===== src/rtl/oam_dma_arbiter_if.sv =====
// -----------------------------------------------------------------------------
// oam_dma_arbiter_if
// Groups the core-side and system-side bus signals of the OAM DMA arbiter.
//   cpu_addr/cpu_rw/cpu_dout : core request (cpu_rw 1 = read)
//   cpu_din/cpu_rdy          : read data and advance enable back to the core
//   bus_addr/bus_rw/bus_dout : system bus request
//   bus_din                  : system read data
//   busy                     : DMA owns or is acquiring the bus
//   dmc_* (DMC_DMA_EN only)  : single-byte sample-fetch requester
// Modports: slave = arbiter side, master = core/system environment side.
// -----------------------------------------------------------------------------
interface oam_dma_arbiter_if;
    logic [15:0] cpu_addr;
    logic        cpu_rw;
    logic [7:0]  cpu_dout;
    logic [7:0]  cpu_din;
    logic        cpu_rdy;
    logic [15:0] bus_addr;
    logic        bus_rw;
    logic [7:0]  bus_dout;
    logic [7:0]  bus_din;
    logic        busy;
`ifdef DMC_DMA_EN
    logic        dmc_req;
    logic [15:0] dmc_addr;
    logic        dmc_ack;
    logic [7:0]  dmc_data;

    modport slave (
        input  cpu_addr, cpu_rw, cpu_dout, bus_din, dmc_req, dmc_addr,
        output cpu_din, cpu_rdy, bus_addr, bus_rw, bus_dout, busy, dmc_ack, dmc_data
    );
    modport master (
        output cpu_addr, cpu_rw, cpu_dout, bus_din, dmc_req, dmc_addr,
        input  cpu_din, cpu_rdy, bus_addr, bus_rw, bus_dout, busy, dmc_ack, dmc_data
    );
`else
    modport slave (
        input  cpu_addr, cpu_rw, cpu_dout, bus_din,
        output cpu_din, cpu_rdy, bus_addr, bus_rw, bus_dout, busy
    );
    modport master (
        output cpu_addr, cpu_rw, cpu_dout, bus_din,
        input  cpu_din, cpu_rdy, bus_addr, bus_rw, bus_dout, busy
    );
`endif
endinterface


===== src/rtl/oam_dma_arbiter.sv =====
// -----------------------------------------------------------------------------
// oam_dma_arbiter
// Owns the CPU external bus and shares it between the 6502 core and the
// sprite-DMA engine. A core write to DMA_REG halts the core (cpu_rdy=0) and
// copies page $XX00..$XXFF to OAM_DATA as alternating get(read)/put(write)
// cycles, then returns the bus to the core.
// Ports:
//   clk   : system clock, one CPU cycle per clk
//   reset : synchronous, active-high
//   io    : oam_dma_arbiter_if.slave (cpu_*, bus_*, busy, optional dmc_*)
// Optional feature macro: DMC_DMA_EN adds a one-byte DMC sample fetch that
// pre-empts sprite DMA at the next get cycle.
// -----------------------------------------------------------------------------
module oam_dma_arbiter #(
    parameter logic [15:0] DMA_REG  = 16'h4014,
    parameter logic [15:0] OAM_DATA = 16'h2004
) (
    input  logic              clk,
    input  logic              reset,
    oam_dma_arbiter_if.slave  io
);

    typedef enum logic [2:0] {
        ST_IDLE  = 3'd0,
        ST_HALT  = 3'd1,
        ST_ALIGN = 3'd2,
        ST_READ  = 3'd3,
`ifdef DMC_DMA_EN
        ST_WRITE = 3'd4,
        ST_DMC   = 3'd5
`else
        ST_WRITE = 3'd4
`endif
    } state_t;

    state_t      state_q, state_d;
    state_t      fetch_st_s;
    logic        put_q;
    logic [7:0]  idx_q, idx_d;
    logic [7:0]  page_q, page_d;
    logic [7:0]  byte_q, byte_d;
    logic [15:0] bus_addr_s;
    logic        bus_rw_s;
    logic [7:0]  bus_dout_s;
`ifdef DMC_DMA_EN
    logic        pend_q, pend_d;
    logic        sprite_q, sprite_d;
    logic        dmc_ack_q;
    logic [7:0]  dmc_data_q;
`endif

    // State entered whenever a get cycle is due: a pending DMC fetch wins over
    // the next sprite read.
`ifdef DMC_DMA_EN
    assign fetch_st_s = pend_q ? ST_DMC : ST_READ;
`else
    assign fetch_st_s = ST_READ;
`endif

    // Next-state and datapath-register logic.
    always_comb begin
        state_d = state_q;
        idx_d   = idx_q;
        page_d  = page_q;
        byte_d  = byte_q;
`ifdef DMC_DMA_EN
        sprite_d = sprite_q;
        // A request arriving while one is pending merges into it; the fetch
        // cycle itself clears the flag.
        if (state_q == ST_DMC) begin
            pend_d = 1'b0;
        end else if (io.dmc_req) begin
            pend_d = 1'b1;
        end else begin
            pend_d = pend_q;
        end
`endif
        case (state_q)
            ST_IDLE: begin
                if (!io.cpu_rw && (io.cpu_addr == DMA_REG)) begin
                    page_d  = io.cpu_dout;
                    state_d = ST_HALT;
`ifdef DMC_DMA_EN
                    sprite_d = 1'b1;
                end else if (pend_q) begin
                    state_d = ST_HALT;
`endif
                end else begin
                    state_d = ST_IDLE;
                end
            end
            ST_HALT: begin
                // Core writes are not stoppable by RDY; wait for the first
                // read (the halt cycle). A put now means the next cycle is a
                // get, so no alignment cycle is needed.
                if (io.cpu_rw) begin
                    state_d = put_q ? fetch_st_s : ST_ALIGN;
                end else begin
                    state_d = ST_HALT;
                end
            end
            ST_ALIGN: begin
                state_d = fetch_st_s;
            end
            ST_READ: begin
                byte_d  = io.bus_din;
                state_d = ST_WRITE;
            end
            ST_WRITE: begin
                if (idx_q == 8'hFF) begin
                    idx_d = 8'h00;
`ifdef DMC_DMA_EN
                    sprite_d = 1'b0;
                    state_d  = pend_q ? ST_DMC : ST_IDLE;
`else
                    state_d = ST_IDLE;
`endif
                end else begin
                    idx_d   = idx_q + 8'h01;
                    state_d = fetch_st_s;
                end
            end
`ifdef DMC_DMA_EN
            ST_DMC: begin
                // An interrupted sprite transfer needs one put cycle before
                // its read can resume on a get cycle.
                state_d = sprite_q ? ST_ALIGN : ST_IDLE;
            end
`endif
            default: begin
                state_d = ST_IDLE;
            end
        endcase
    end

    // Bus multiplexer: the core drives the bus unless DMA owns the cycle.
    always_comb begin
        bus_addr_s = io.cpu_addr;
        bus_rw_s   = io.cpu_rw;
        bus_dout_s = io.cpu_dout;
        case (state_q)
            ST_ALIGN: begin
                bus_rw_s = 1'b1;
            end
            ST_READ: begin
                bus_addr_s = {page_q, idx_q};
                bus_rw_s   = 1'b1;
            end
            ST_WRITE: begin
                bus_addr_s = OAM_DATA;
                bus_rw_s   = 1'b0;
                bus_dout_s = byte_q;
            end
`ifdef DMC_DMA_EN
            ST_DMC: begin
                bus_addr_s = io.dmc_addr;
                bus_rw_s   = 1'b1;
            end
`endif
            default: begin
                bus_addr_s = io.cpu_addr;
                bus_rw_s   = io.cpu_rw;
                bus_dout_s = io.cpu_dout;
            end
        endcase
    end

    assign io.bus_addr = bus_addr_s;
    assign io.bus_rw   = bus_rw_s;
    assign io.bus_dout = bus_dout_s;
    assign io.cpu_din  = io.bus_din;
    assign io.cpu_rdy  = (state_q == ST_IDLE);
    assign io.busy     = (state_q != ST_IDLE);
`ifdef DMC_DMA_EN
    assign io.dmc_ack  = dmc_ack_q;
    assign io.dmc_data = dmc_data_q;
`endif

    // State, get/put parity and datapath registers.
    always_ff @(posedge clk) begin
        if (reset) begin
            state_q <= ST_IDLE;
            put_q   <= 1'b0;
            idx_q   <= 8'h00;
            page_q  <= 8'h00;
            byte_q  <= 8'h00;
`ifdef DMC_DMA_EN
            pend_q     <= 1'b0;
            sprite_q   <= 1'b0;
            dmc_ack_q  <= 1'b0;
            dmc_data_q <= 8'h00;
`endif
        end else begin
            state_q <= state_d;
            put_q   <= ~put_q;
            idx_q   <= idx_d;
            page_q  <= page_d;
            byte_q  <= byte_d;
`ifdef DMC_DMA_EN
            pend_q    <= pend_d;
            sprite_q  <= sprite_d;
            dmc_ack_q <= (state_q == ST_DMC);
            if (state_q == ST_DMC) begin
                dmc_data_q <= io.bus_din;
            end else begin
                dmc_data_q <= dmc_data_q;
            end
`endif
        end
    end

endmodule

===== src/flat_wrapper.sv =====
// flat-port wrapper written by rule: the top's interface ports become plain ports
module oam_dma_arbiter_flat 
#(
    parameter logic [15:0] DMA_REG  = 16'h4014,
    parameter logic [15:0] OAM_DATA = 16'h2004
)
  (clk, reset, io_cpu_addr, io_cpu_rw, io_cpu_dout, io_bus_din, io_cpu_din, io_cpu_rdy, io_bus_addr, io_bus_rw, io_bus_dout, io_busy);
  oam_dma_arbiter_if io_i ();
  input  logic clk;
  input  logic reset;
  input wire logic [$bits(io_i.cpu_addr)-1:0] io_cpu_addr;
  input wire logic [$bits(io_i.cpu_rw)-1:0] io_cpu_rw;
  input wire logic [$bits(io_i.cpu_dout)-1:0] io_cpu_dout;
  input wire logic [$bits(io_i.bus_din)-1:0] io_bus_din;
  output wire logic [$bits(io_i.cpu_din)-1:0] io_cpu_din;
  output wire logic [$bits(io_i.cpu_rdy)-1:0] io_cpu_rdy;
  output wire logic [$bits(io_i.bus_addr)-1:0] io_bus_addr;
  output wire logic [$bits(io_i.bus_rw)-1:0] io_bus_rw;
  output wire logic [$bits(io_i.bus_dout)-1:0] io_bus_dout;
  output wire logic [$bits(io_i.busy)-1:0] io_busy;
  assign io_i.cpu_addr = io_cpu_addr;
  assign io_i.cpu_rw = io_cpu_rw;
  assign io_i.cpu_dout = io_cpu_dout;
  assign io_i.bus_din = io_bus_din;
  assign io_cpu_din = io_i.cpu_din;
  assign io_cpu_rdy = io_i.cpu_rdy;
  assign io_bus_addr = io_i.bus_addr;
  assign io_bus_rw = io_i.bus_rw;
  assign io_bus_dout = io_i.bus_dout;
  assign io_busy = io_i.busy;
  oam_dma_arbiter #(.DMA_REG(DMA_REG), .OAM_DATA(OAM_DATA)) u_core (.clk(clk), .reset(reset), .io(io_i));
endmodule

===== config.mk =====
export PLATFORM = sky130hd
export DESIGN_NAME = oam_dma_arbiter_flat
export DESIGN_NICKNAME = d
export VERILOG_FILES = /design/src/rtl/oam_dma_arbiter_if.sv /design/src/rtl/oam_dma_arbiter.sv /design/src/flat_wrapper.sv
export SDC_FILE = /design/constraint.sdc
export NUM_CORES = 1
export LEC_CHECK = 0
export ABC_AREA = 1
export CORE_MARGIN = 4
export CORE_UTILIZATION = 25
export CTS_CLUSTER_DIAMETER = 60
export DETAILED_ROUTE_END_ITERATION = 7
export GPL_TIMING_DRIVEN = 0
export PLACE_DENSITY = 0.54
export SYNTH_ARGS = -nofsm -noshare
export SYNTH_HDL_FRONTEND = slang
export SYNTH_SLANG_ARGS = --single-unit
export TNS_END_PERCENT = 10

===== constraint.sdc =====
create_clock -name clk -period 5.1 [get_ports clk]
set_clock_uncertainty 0.2 [all_clocks]
set_input_delay 1.53 -clock clk [delete_from_list [all_inputs] [get_ports clk]]
set_output_delay 1.53 -clock clk [all_outputs]
set_load 0.05 [all_outputs]

==> results.ini <==
[finish]
fillCellCount=705
fin_cells=408
drive_above_1_share_pct=8.459
mostFrequentLayoutCell=clkdlybuf4s50_1
num_antenna_cells=0
syn2layout_area_growth_pct=51.20
fin_util_pct=38.74
finish.instance_area_mm2=0.002446
final_cell_mix=clkdlybuf4s50_1 (69), nand2_1 (65), nor2_1 (57), dfxtp_1 (28), inv_1 (22)
final_nets=369

[timing]
hold_ws_ns=0.2186
fin_crit_ns=4.830
maxSlewHeadroom_pct=64.16
finalCritPeriodShare_pct=94.70
fmax_ghz=0.2070
worst_pin_slew_ns=0.5376
drv_slew=0
rsz0062_at_grt=false
finalSetupTns_ns=0
timing.final.hold_violations=0
setup_viol=0

[floorplan]
io_pins=70
die_w_um=88.45
core-area_mm2=0.006314
num_rows=29
start_util_pct=25.62
dieArea_mm2=0.007823
fp.dieH_um=88.45

[pwr]
powerDensity_mw_per_mm2=192.5
combPwrFrac_pct=28.2
swShare_pct=30.13
pwr-share-clk_pct=25.3
p_int_uw=329.0
p_switching_uw=141.9
leakage_nw=1.040
vdd_drop_max_v=0.0001085
power_frac_seq_pct=46.6

[route]
finalWirelength_um=5262
wl_met1_um=2510
post-route-drc-count=0
drt_iter0_drc=55
top_layer=met4
via_count=1816
wl_met2_um=2307
wl_per_cell_um=12.90
vias_per_cell=4.451
ant_nets=0
dr.pass1.iters=6
wl_met3_um=388

[place]
port_buffers=69
gp_congestion=0.7830
dp_hpwl_um=3974
dp.cells=405
placed_area_mm2=0.002405

[clocking]
cts_buffer_depth=2
htreeDepth=1
clock_latency_ns=0.27
cts_root_buffer=clkbuf_8
cts_tree=done
cts_setup_buffers=0
numCtsBuffers=3
ctsHoldBuffers=0
cts_sinks=28
clkTransAtPathRegs_ns=0.09
ctsResizeCount=0

[synthesis]
synth_simple_gate_area_share_pct=39.29
yosysTopAreaCell=dfxtp_1
avgSynthCellArea_um2=6.246
synth_top_area_share_pct=34.65
synth_compound_area_share_pct=11.14
ys_seq_area_share_pct=34.65
synthAdderAreaFrac_pct=0.7734
synth_cell_type_count=27
synthCells=259
synth_xor_area_share_pct=1.083
synthesis.area_mm2=0.001618
synthTopCellsByArea=dfxtp_1 (35%), nand2_1 (15%), nor2_1 (13%)
synth_top_family_by_area=simple AND/OR/NAND/NOR gates
synth_seq_cells=28
yosys_warnings=0
synth_nets=295
synth.area.mux_share_pct=0

[global_route]
overflow=0
grt_pass1_vias=1867
grt_max_degree=15
grt_pass1_wl_um=8638
grt_antenna_before_repair=0
grt_usage_pct=14.04

[min_path]
min_path_cells=1
min_path_type=flip-flop to flip-flop
hold_start=u_core.put_q
hold_end=u_core.put_q

[worst_setup_path]
startpoint_type=input pin
r2r_cells=7
crit_arrival_ns=3.10
reg2reg_slack_ns=3.58
worstPathMaxFanout=2
worst_ep_required_time_ns=3.37
r2r-start=u_core.state_q[0]
setup.worst_path.class=input pin to primary output
worst_setup_path_end_kind=primary output
reg2reg_to=u_core.page_q[3]

[run_status]
run_status=finished clean

[flow_run]
maxCapViolations=0

cell type report:
| class | instances | area (um^2) | share of cell area (%) |
|---|---|---|---|
| Tap cell | 77 | 96.34 | 3.939 |
| Clock buffer | 3 | 41.29 | 1.688 |
| Timing Repair Buffer | 69 | 690.7 | 28.24 |
| Multi-Input combinational cell | 188 | 845.8 | 34.58 |
| Sequential cell | 28 | 560.5 | 22.92 |
| Buffer | 20 | 125.1 | 5.115 |
| Inverter | 23 | 86.33 | 3.529 |
power by group through the flow:
stage / sequential [mW] / clock [mW] / combinational [mW]
detailed placement: 0.224 / 0 / 0.133
CTS: 0.219 / 0.125 / 0.134
global route: 0.219 / 0.133 / 0.141
global placement: 0.224 / 0 / 0.133
floorplan: 0.224 / 0 / 0.0721
finish: 0.219 / 0.119 / 0.133
worst max-delay path by stage:
stage / start / to / slack, ns / depth (start not counted)
global route: io_cpu_addr[15] / io_bus_addr[15] / 0.23 / 4
finish: io_cpu_addr[15] / io_bus_addr[15] / 0.27 / 4
detailed placement: io_cpu_addr[15] / io_bus_addr[15] / 0.28 / 4
CTS: io_cpu_addr[15] / io_bus_addr[15] / 0.26 / 4
global placement: io_cpu_addr[15] / io_bus_addr[15] / 0.27 / 4
floorplan: io_cpu_rw / io_bus_rw / 1.02 / 2
kinds of logic (layout without fill, tap and decap cells):
group,after synthesis,count (layout)
buf+inv,43,115
fa+ha+maj,1,1
simple gates,151,151
compound gates,34,34
flops,28,28
xor+xnor,2,2
metal layers:
| layer | global-route usage (%) | vias to the layer above |
|---|---|---|
| met2 | 22.77 | 56 |
| met3 | 3.073 | 5 |
| li1 | - | 946 |
| met1 | 18.71 | 809 |
| met4 | 4.121 | 0 |
| met5 | 0 | - |
stage by stage:
| stage | total power, mW | setup slack (ns) |
|---|---|---|
| finish | 0.4709 | 0.2701 |
| global route | 0.4938 | 0.2300 |
| CTS | 0.4784 | 0.2621 |
| detailed placement | 0.3576 | 0.2780 |
| global placement | 0.3578 | 0.2701 |
| floorplan | 0.2964 | 1.019 |
worst max-delay path: stages:
cell and delay, ns:
clkdlybuf4s50_1 0.51, nand3_1 0.09, o21ai_1 0.13, clkdlybuf4s50_1 0.83
registers in the layout, indices dropped and copies added (netlist names):
signal,cells
u_core.byte_q,8
u_core.idx_q,8
u_core.page_q,8
u_core.put_q,1
u_core.state_q,3
cells in the mapped netlist:
master,number
a31oi_1,1
xor2_1,2
a21oi_1,4
nand2_1,65
clkbuf_1,2
nor2_2,2
nand4_1,1
o22ai_1,1
dfxtp_1,28
nand3b_1,2
nor3_1,1
o21ai_0,14
o21ai_1,13
buf_1,1
ha_1,1
buf_6,1
inv_2,1
inv_1,22
o211ai_2,1
nand3_1,18
buf_2,7
nand2_2,2
nor3b_1,1
nor2_4,1
buf_4,9
nor2_1,57
nand3_4,1
No activity file was read; power rests on OpenSTA's default activity.
